## src/rtl/fetch_aligner_pkg.sv

```systemverilog
// Shared fetch-path types: fetch FSM states, halfword buffer count, PC steps.
package common;
  typedef logic [31:0] instruction_type;
  typedef enum logic [1:0] {IDLE, WAIT, DISCARD} fetch_state_type;
  typedef logic [1:0] hw_count_type;
  localparam logic [31:0] PC_STEP_C = 32'd2;
  localparam logic [31:0] PC_STEP_I = 32'd4;
endpackage

```

## src/rtl/fetch_aligner_decompressor.sv

```systemverilog
// RV32C to RV32I expansion; unsupported or illegal encodings expand to 32'h0.
module decompressor import common::*; (
  input  logic [15:0]     hw,
  output instruction_type instr
);
  logic [4:0]  rd, rs2, rdp, rs1p;
  logic [11:0] imm6;

  assign rd   = hw[11:7];
  assign rs2  = hw[6:2];
  assign rdp  = {2'b01, hw[4:2]};
  assign rs1p = {2'b01, hw[9:7]};
  assign imm6 = {{6{hw[12]}}, hw[12], hw[6:2]};

  always_comb begin
    instr = 32'h0;
    case ({hw[15:13], hw[1:0]})
      5'b000_00: if (hw[12:5] != 8'h0)
                   instr = {2'b00, hw[10:7], hw[12:11], hw[5], hw[6], 2'b00, 5'd2, 3'b000, rdp, 7'h13};
      5'b010_00: instr = {5'b0, hw[5], hw[12:10], hw[6], 2'b00, rs1p, 3'b010, rdp, 7'h03};
      5'b110_00: instr = {5'b0, hw[5], hw[12], rdp, rs1p, 3'b010, hw[11:10], hw[6], 2'b00, 7'h23};
      5'b000_01: instr = {imm6, rd, 3'b000, rd, 7'h13};
      5'b001_01, 5'b101_01:
        instr = {hw[12], hw[8], hw[10:9], hw[6], hw[7], hw[2], hw[11], hw[5:3], hw[12],
                 {8{hw[12]}}, 4'b0, ~hw[15], 7'h6f};
      5'b010_01: instr = {imm6, 5'd0, 3'b000, rd, 7'h13};
      5'b011_01: if (rd == 5'd2)
                   instr = {{3{hw[12]}}, hw[4:3], hw[5], hw[2], hw[6], 4'b0, 5'd2, 3'b000, 5'd2, 7'h13};
                 else
                   instr = {{15{hw[12]}}, hw[6:2], rd, 7'h37};
      5'b100_01:
        case (hw[11:10])
          2'b00: instr = {7'b0, hw[6:2], rs1p, 3'b101, rs1p, 7'h13};
          2'b01: instr = {7'b0100000, hw[6:2], rs1p, 3'b101, rs1p, 7'h13};
          2'b10: instr = {imm6, rs1p, 3'b111, rs1p, 7'h13};
          default:
            case (hw[6:5])
              2'b00:   instr = {7'b0100000, rdp, rs1p, 3'b000, rs1p, 7'h33};
              2'b01:   instr = {7'b0, rdp, rs1p, 3'b100, rs1p, 7'h33};
              2'b10:   instr = {7'b0, rdp, rs1p, 3'b110, rs1p, 7'h33};
              default: instr = {7'b0, rdp, rs1p, 3'b111, rs1p, 7'h33};
            endcase
        endcase
      5'b110_01, 5'b111_01:
        instr = {{4{hw[12]}}, hw[6:5], hw[2], 5'd0, rs1p, 2'b00, hw[13], hw[11:10], hw[4:3], hw[12], 7'h63};
      5'b000_10: instr = {7'b0, hw[6:2], rd, 3'b001, rd, 7'h13};
      5'b010_10: instr = {4'b0, hw[3:2], hw[12], hw[6:4], 2'b00, 5'd2, 3'b010, rd, 7'h03};
      5'b100_10:
        if (!hw[12])
          instr = (rs2 == 5'd0) ? {12'b0, rd, 3'b000, 5'd0, 7'h67} : {7'b0, rs2, 5'd0, 3'b000, rd, 7'h33};
        else if (rd == 5'd0 && rs2 == 5'd0)
          instr = 32'h0010_0073;
        else
          instr = (rs2 == 5'd0) ? {12'b0, rd, 3'b000, 5'd1, 7'h67} : {7'b0, rs2, rd, 3'b000, rd, 7'h33};
      5'b110_10: instr = {4'b0, hw[8:7], hw[12], rs2, 5'd2, 3'b010, hw[11:9], 2'b00, 7'h23};
      default:   instr = 32'h0;
    endcase
  end
endmodule

```

## src/rtl/fetch_aligner.sv

```systemverilog
// Word fetcher feeding a 3-halfword buffer; emits aligned 16/32-bit instructions.
module fetch_aligner import common::*; #(
  parameter logic [31:0] RESET_PC = 32'h0000_0000
) (
  input  logic            clk,
  input  logic            reset,
  output logic            imem_req,
  output logic [31:0]     imem_addr,
  input  logic            imem_valid,
  input  logic [31:0]     imem_data,
  input  logic            flush,
  input  logic [31:0]     flush_pc,
  output logic            out_valid,
  input  logic            out_ready,
  output instruction_type out_instr,
  output logic [31:0]     out_pc,
  output logic            out_compressed
);
  fetch_state_type  state, state_nxt;
  logic [2:0][15:0] hw_buf, buf_sh, buf_nxt;
  hw_count_type     count, consume, cnt_sh, cnt_nxt;
  logic [31:0]      pc_q, fetch_addr;
  logic             skip_low, is_c, fire, take;
  instruction_type  dec_instr;

  decompressor u_dec (.hw(hw_buf[0]), .instr(dec_instr));

  assign is_c           = hw_buf[0][1:0] != 2'b11;
  assign out_valid      = (is_c ? (count != 2'd0) : (count >= 2'd2)) && !flush && !reset;
  assign out_instr      = is_c ? dec_instr : {hw_buf[1], hw_buf[0]};
  assign out_compressed = is_c;
  assign out_pc         = pc_q;
  assign fire           = out_valid && out_ready;
  assign imem_req       = (state == IDLE) && (count <= 2'd1) && !flush && !reset;
  assign imem_addr      = fetch_addr;
  assign take           = (state == WAIT) && imem_valid;

  // Flush-or-not, a response ends both WAIT and DISCARD: nothing else is in flight.
  always_comb begin
    state_nxt = state;
    case (state)
      IDLE:    if (imem_req) state_nxt = WAIT;
      WAIT:    if (imem_valid) state_nxt = IDLE;
               else if (flush) state_nxt = DISCARD;
      DISCARD: if (imem_valid) state_nxt = IDLE;
      default: state_nxt = IDLE;
    endcase
  end

  // Consume from the head first, then append the response behind what remains.
  always_comb begin
    consume = 2'd0;
    if (fire) consume = is_c ? 2'd1 : 2'd2;
    buf_sh = hw_buf;
    if (consume == 2'd1)      buf_sh = {16'h0, hw_buf[2], hw_buf[1]};
    else if (consume == 2'd2) buf_sh = {32'h0, hw_buf[2]};
    cnt_sh  = count - consume;
    buf_nxt = buf_sh;
    cnt_nxt = cnt_sh;
    if (take) begin
      for (int i = 0; i < 3; i++) begin
        if (skip_low) begin
          if (i == int'(cnt_sh)) buf_nxt[i] = imem_data[31:16];
        end else begin
          if (i == int'(cnt_sh))     buf_nxt[i] = imem_data[15:0];
          if (i == int'(cnt_sh) + 1) buf_nxt[i] = imem_data[31:16];
        end
      end
      cnt_nxt = cnt_sh + (skip_low ? 2'd1 : 2'd2);
    end
  end

  always_ff @(posedge clk) begin
    if (reset) begin
      state      <= IDLE;
      hw_buf     <= '0;
      count      <= 2'd0;
      pc_q       <= RESET_PC;
      fetch_addr <= {RESET_PC[31:2], 2'b00};
      skip_low   <= RESET_PC[1];
    end else begin
      state <= state_nxt;
      if (flush) begin
        count      <= 2'd0;
        pc_q       <= flush_pc;
        fetch_addr <= {flush_pc[31:2], 2'b00};
        skip_low   <= flush_pc[1];
      end else begin
        hw_buf <= buf_nxt;
        count  <= cnt_nxt;
        if (take) begin
          skip_low   <= 1'b0;
          fetch_addr <= fetch_addr + PC_STEP_I;
        end
        if (fire) pc_q <= pc_q + (is_c ? PC_STEP_C : PC_STEP_I);
      end
    end
  end
endmodule

```

## config.mk

```make
export PLATFORM = sky130hd
export DESIGN_NAME = fetch_aligner
export DESIGN_NICKNAME = d
export VERILOG_FILES = /design/src/rtl/fetch_aligner_pkg.sv /design/src/rtl/fetch_aligner_decompressor.sv /design/src/rtl/fetch_aligner.sv
export SDC_FILE = /design/constraint.sdc
export NUM_CORES = 1
export LEC_CHECK = 0
export BUFFER_PORTS_ARGS = -buffer_cell sky130_fd_sc_hd__buf_2
export CAP_MARGIN = 20
export CORE_UTILIZATION = 30
export CTS_CLUSTER_SIZE = 14
export DETAILED_ROUTE_END_ITERATION = 10
export PLACE_DENSITY = 0.49
export SLEW_MARGIN = 5
export SYNTH_ARGS = -nofsm -noshare
export SYNTH_HDL_FRONTEND = slang
export SYNTH_HIERARCHICAL = 1
export SYNTH_SLANG_ARGS = --single-unit
```

## constraint.sdc

```tcl
create_clock -name clk -period 4.2 [get_ports clk]
set_input_delay 0.63 -clock clk [delete_from_list [all_inputs] [get_ports clk]]
set_output_delay 0.63 -clock clk [all_outputs]
set_load 0.02 [all_outputs]
```

==> run metrics, run 1 <==
status=complete, no violations; clock latency on the worst-skew pair=0.43 ns; die area=0.0304 sq mm; CP Class=register to output pin; hold_sp=imem_valid; TritonCTS clock tree=done; Pre-Repair DR Iteration Count=8; Max Cap Viol=0; initial core utilization=30.7%; ANT nets after route=0; setup bufs post-CTS=0; Die Span X=174 um; data arrival time of the worst path=2.98 ns; Final min period=3.61 ns; setup TNS=0 ns; gr busiest metal=met2; Cell Int Power=0.00228 W; DRC Markers=0; vias in the first global route=9332; crit start category=register; Placer Congestion=0.939; DR vias/cell=5.85; io pins=168; CTS Buffer Depth=2; VDD IR max=0.220 mV; share of power burned in registers=36.5%; Max Fclk=277 MHz; DR iter-0 viols=1037; final wirelength=35900 um; Hold Slack=0.412 ns; Die Height=174 um; Layout area overhead=20.2%; grt ovf=0; Hold Path Depth=2; fin worst setup slack=0.588 ns; Hold Path Sink=state[1]$_SDFFE_PP0P_; Rows=62; synthesized instance count=1206; Async SR Flop Fraction=0%; I/O Buffers=165; Post-synth EDFFs=0; post-synthesis area per instance=7.40 sq um; post-cts resize count=0; Reg2Reg Depth=10; slew margin rel.=30.8%; Syn. warnings=6; Clock Power Share=46.4%; post-synth design cell area=0.00892 sq mm; combinational fraction of design power=17.1%; M2 GR Usage=35.7%; Slew Viols, Final=0; H-tree depth=4; FF-to-FF setup slack=0.63 ns; Crit. End Element=output pin; routed via count=10100; Final Hold Fails=0; hold_buf cts=0; nets=1406; Unique masters post-synth=88; sw frac=31.3%; dpl hpwl=25500 um; Reg clk slew, reported paths=0.06 ns; initial antenna violation count=1; DR WL/cell=20.8 um; Leak Pwr=4.20 nW; RSZ-0062 raised after global routing=false; total power=0.00332 W; CP max FO=22; met3 GRT Util=4.16%; Ant. Diodes=0; clk sinks=115; root buf cell=clkbuf_16; layout cells sized above 1=22.3%; FF+latch count, synth=115; Worst EP required=3.57 ns; Sw Pwr=0.00104 W; Seq/Total Area, Yosys=25.8%; Worst Hold Class=input pin to register; Worst Skew=0.0184 ns; Worst R2R Start=count[1]$_SDFF_PP0_; first-pass GRT wire length=54800 um; final core occ=37.0%; pre-CTS WS=0.441 ns; PD cells=310 mW/mm^2; Core ar.=0.0290 sq mm; FF-to-FF End=hw_buf[40]$_SDFFE_PP0N_; final setup violation count=0; worst slew pin tran=1.03 ns; crit share post-route=86.0%; largest net degree at the start of global routing=74; met1 global-route usage=31.6%; Synth Flop Type=dfxtp_1; Total Routing Usage GR=22.9%; number of CTS-inserted buffers=17
==> Yosys cell counts (all sizes together), types with 6 or more instances <==
cell type | instances | area [sq um]
clkbuf | 63 | 236
o211ai | 19 | 148
nand2b | 10 | 62.6
nand2 | 181 | 682
nor2b | 7 | 43.8
inv | 27 | 101
o22ai | 8 | 50.1
o311ai | 16 | 148
nand3 | 59 | 300
and4 | 7 | 61.3
a32o | 9 | 90.1
xor2 | 17 | 149
a211o | 19 | 166
a31oi | 25 | 156
nor2 | 93 | 364
or3 | 19 | 124
a22o | 11 | 96.3
dfxtp | 115 | 2300
a21boi | 11 | 82.6
a211oi | 27 | 213
nand4 | 20 | 131
o21ai | 63 | 319
nor3 | 29 | 199
buf | 33 | 173
a21oi | 93 | 473
mux2 | 36 | 405
nor4 | 9 | 56.3
and3 | 18 | 114
xnor2 | 20 | 175
a22oi | 16 | 120
mux2i | 28 | 280
a221o | 19 | 190
a221oi | 6 | 52.6
==> routing by layer <==
| layer | routed length, um | share of wire [%] |
|---|---|---|
| met2 | 16200 | 45 |
| met4 | 787 | 2.2 |
| met5 | 10 | 0.028 |
| met3 | 2680 | 7.5 |
| met1 | 16300 | 45 |
==> cell families after synthesis <==
| group | count (synthesis) | share of synthesized area, % |
|---|---|---|
| AOI/OAI and AO/OA | 388 | 30.6 |
| xor gates and xnor gates | 37 | 3.63 |
| adders and majority gates | 5 | 0.786 |
| buffers and inverters | 124 | 5.77 |
| DFF | 115 | 25.8 |
| muxes | 64 | 7.69 |
| other | 1 | 0.0420 |
| and+or+nand+nor | 472 | 25.7 |
==> worst max-delay path by stage <==
stage,from,endpoint,slack [ns],cells after the start
floorplan,flush,hw_buf[17]$_SDFFE_PP0N_,0.78,12
finish,hw_buf[15]$_SDFFE_PP0N_,out_instr[25],0.59,7
global route,count[1]$_SDFF_PP0_,hw_buf[34]$_SDFFE_PP0N_,0.30,10
CTS,hw_buf[0]$_SDFFE_PP0N_,out_instr[19],0.64,8
detailed placement,flush,hw_buf[35]$_SDFFE_PP0N_,0.44,11
global placement,flush,hw_buf[45]$_SDFFE_PP0N_,0.44,11
==> registers in the layout, summed over array words and instances (netlist names) <==
register,count
out_pc,32
count,2
imem_addr,30
hw_buf,48
skip_low,1
state,2
==> worst max-delay path, cell delays in order, from the launching register on <==
cell and delay [ns]:
dfxtp_1 0.87, nand2b_1 0.22, or3_1 0.34, nor2_4 0.11
a211o_1 0.26, a211o_1 0.30, mux2_2 0.29, buf_2 0.17
==> layout make-up <==
cell class	instances	area, sq um
clock buffers	18	429
clock inverters	14	178
fillers	3096	18300
inverters	28	105
multi-input cells	968	6130
flip-flops and latches	115	2300
well taps	384	480
repair buffers	202	1100
==> power groups by stage <==
stage	registers [W]	clock network (W)	logic, W
after floorplan	0.00125	0	0.000323
after global placement	0.00124	0	0.000562
after detailed placement	0.00124	0	0.000560
after CTS	0.00121	0.00157	0.000563
after global routing	0.00122	0.00160	0.000611
final	0.00121	0.00154	0.000567
==> metrics by stage <==
step / area, sq um / instances
finish: 10700 / 1729
global route: 10700 / 1729
CTS: 10700 / 1728
detailed placement: 10100 / 1696
global placement: 10100 / 1696
floorplan: 8920 / 1207
==> layout by cell type, fill, tap and decap left out, types with 9 or more instances in the layout <==
cell type | synthesis | layout
a211o_1 | 19 | 19
a211oi_1 | 25 | 25
a21boi_0 | 10 | 10
a21oi_1 | 91 | 91
a221o_1 | 19 | 19
a22o_1 | 11 | 11
a22oi_1 | 16 | 16
a31oi_1 | 25 | 25
a32o_1 | 9 | 9
and3_1 | 17 | 17
buf_2 | 15 | 165
buf_4 | 6 | 37
clkbuf_16 | 0 | 17
dfxtp_1 | 115 | 114
inv_1 | 27 | 26
mux2_2 | 36 | 36
mux2i_1 | 28 | 28
nand2_1 | 180 | 179
nand2b_1 | 10 | 10
nand3_1 | 58 | 58
nand4_1 | 19 | 19
nor2_1 | 89 | 89
nor3_1 | 22 | 22
nor4_1 | 9 | 9
o211ai_1 | 18 | 18
o21ai_0 | 59 | 58
o311ai_0 | 14 | 14
or3_1 | 18 | 18
xnor2_1 | 20 | 20
xor2_1 | 17 | 17
No activity file was read; power rests on OpenSTA's default activity.
==> inputs of run 2 (changes only) <==
Settings changed: CTS_BUF_LIST set to sky130_fd_sc_hd__clkbuf_2 sky130_fd_sc_hd__clkbuf_4 sky130_fd_sc_hd__clkbuf_8.
==> run 2 against run 1 <==
Non-clock buffer count did not move. Critical path depth rose by 1. Setup slack got worse by 0.039 ns. Sequential share of layout area rose by 0.38 points. Final area fell by 1.8%. Power fell by 12%. Utilization fell by 0.65 points. Maximum frequency fell by 1.1%. Register-to-register slack got worse by 0.08 ns. Critical endpoint is now out_instr[12]. Sequential cell count did not move. Final cell count did not move. Die area did not move.
==> run metrics, run 2 (same netlist as run 1, synthesis figures left out) <==
status=complete, no violations; RSZ-0062 raised after global routing=false; largest net degree at the start of global routing=74 (unchanged); setup TNS=0 ns (unchanged); hold_buf cts=0 (unchanged); H-tree depth=4 (unchanged); initial antenna violation count=1 (unchanged); Rows=62 (unchanged); DRC Markers=0 (unchanged); setup bufs post-CTS=0 (unchanged); clk sinks=115 (unchanged); I/O Buffers=165 (unchanged); Crit path largest cell delay=0.58 ns (-0.29 ns); crit start category=register; DR vias/cell=5.85 (about the same); Leak Pwr=4.11 nW (-2.0%); Crit. End Element=output pin; slew margin rel.=30.1% (-0.66 points); DR WL/cell=20.7 um (-0.22%); routed via count=10100 (-0.059%); Max Cap Viol=0 (unchanged); commonest non-fill, non-tap cell in the layout=nand2_1; critical-path cell list=buf_4, nand2_1, or3_1, nor2_4, a221oi_1, o21ai_0, mux2_2, buf_2; commonest non-fill, non-tap cells in the layout=179 x nand2_1, 165 x buf_2, 114 x dfxtp_1; Worst EP required=3.57 ns (about the same); final setup violation count=0 (unchanged); ANT nets after route=0 (unchanged); final wirelength=35800 um (-0.22%); root buf cell=clkbuf_8; Biggest register=hw_buf; max reg flops=48 (unchanged); clock latency on the worst-skew pair=0.46 ns (+0.03 ns); Final Hold Fails=0 (unchanged); CP Class=register to output pin; data arrival time of the worst path=3.02 ns (+0.04 ns); crit-path leading delay family=simple AND/OR/NAND/NOR gates; Layout area overhead=18.1%; Slew Viols, Final=0 (unchanged); Hold Slack=0.378 ns (-0.0341 ns); Pre-Repair DR Iteration Count=6 (-2); VDD IR max=0.180 mV (-18%); Ant. Diodes=0 (unchanged); initial core utilization=30.7% (unchanged); TritonCTS clock tree=done; Worst Skew=0.0241 ns (+0.00577 ns); PD cells=278 mW/mm^2 (-10%); Core ar.=0.0290 sq mm (unchanged); Max Fclk=274 MHz (-1.1%); first-pass GRT wire length=54600 um (-0.28%); Reg clk slew, reported paths=0.08 ns (+0.02 ns); io pins=168 (unchanged); post-cts resize count=0 (unchanged); CP max FO=17 (-23%); Placer Congestion=0.939 (unchanged); number of CTS-inserted buffers=17 (unchanged); Total Routing Usage GR=22.9% (-0.057 points); layout cells sized above 1=22.4% (+0.074 points); pre-CTS WS=0.441 ns (unchanged); Final min period=3.65 ns (+0.0395 ns); worst path buffer plus inverter count=2 (+1); DR iter-0 viols=1099 (+6.0%); fin worst setup slack=0.548 ns (-0.0395 ns); vias in the first global route=9295 (-0.40%); Worst Hold Class=input pin to register; dpl hpwl=25500 um (unchanged); Die Height=174 um (unchanged); nets=1406 (unchanged); crit share post-route=86.9% (+0.94 points); worst slew pin tran=1.04 ns (+0.00992 ns); grt ovf=0 (unchanged); Die Span X=174 um (unchanged); CTS Buffer Depth=2 (unchanged); worst-path cell with the longest stage delay=or3_1; die area=0.0304 sq mm (unchanged)
## run 2: cell counts in the layout (fill, tap and decap cells not counted)
No cell type changed its count.
## run 2: final timing paths
| path | from | end | slack, ns | depth (start not counted) |
|---|---|---|---|---|
| setup / recovery | hw_buf[0]$_SDFFE_PP0N_ | out_instr[12] | 0.55 | 8 |
| hold / removal | imem_valid | state[1]$_SDFFE_PP0P_ | 0.38 | 2 |
| setup reg to reg | count[1]$_SDFF_PP0_ | hw_buf[35]$_SDFFE_PP0N_ | 0.55 | 10 |
| hold reg to reg | out_pc[0]$_SDFFE_PP0P_ | out_pc[0]$_SDFFE_PP0P_ | 0.51 | 2 |
## run 2: metrics by stage
step,cell area [sq um],total power [W],util [%],std cells
floorplan,8920,0.00157,-,1207
global placement,10100,0.00180,34.8,1696
detailed placement,10100,0.00180,34.8,1696
CTS,10500,0.00295,36.3,1728
global route,10500,0.00304,36.3,1729
finish,10500,0.00293,36.3,1729
## run 2: per-layer routing
| metal | global-route usage (%) | vias to the layer above | routed length [um] |
|---|---|---|---|
| li1 | - | 4761 | - |
| met1 | 31.8 | 4803 | 16300 |
| met2 | 34.7 | 488 | 15900 |
| met3 | 4.16 | 59 | 2710 |
| met4 | 9.17 | 2 | 917 |
| met5 | 0 | - | 10 |
## run 2: layout make-up
class                      instances  area [sq um]
clock buffer                      18           241
clock inverter                    14           178
fill                            3128         18500
inverter                          28           105
multi-input combinational        968          6130
sequential                       115          2300
tap                              384           480
timing repair buffer             202          1100
## run 2: power breakdown
group / switching, W / internal [W] / total, W
Clock: 0.000551 / 0.000601 / 0.00115
Combinational: 0.000361 / 0.000206 / 0.000566
Sequential: 0.0000764 / 0.00114 / 0.00121
## run 2: worst register-to-register path, cell delays in order, from the launching register on
cell and delay, ns:
dfxtp_1 0.63, o21ai_0 0.20, or2_2 0.35, nor2_1 0.15, ha_1 0.22, xor2_1 0.32
a21oi_2 0.14, nor2_2 0.52, mux2i_1 0.19, o22ai_1 0.66, a32o_1 0.22
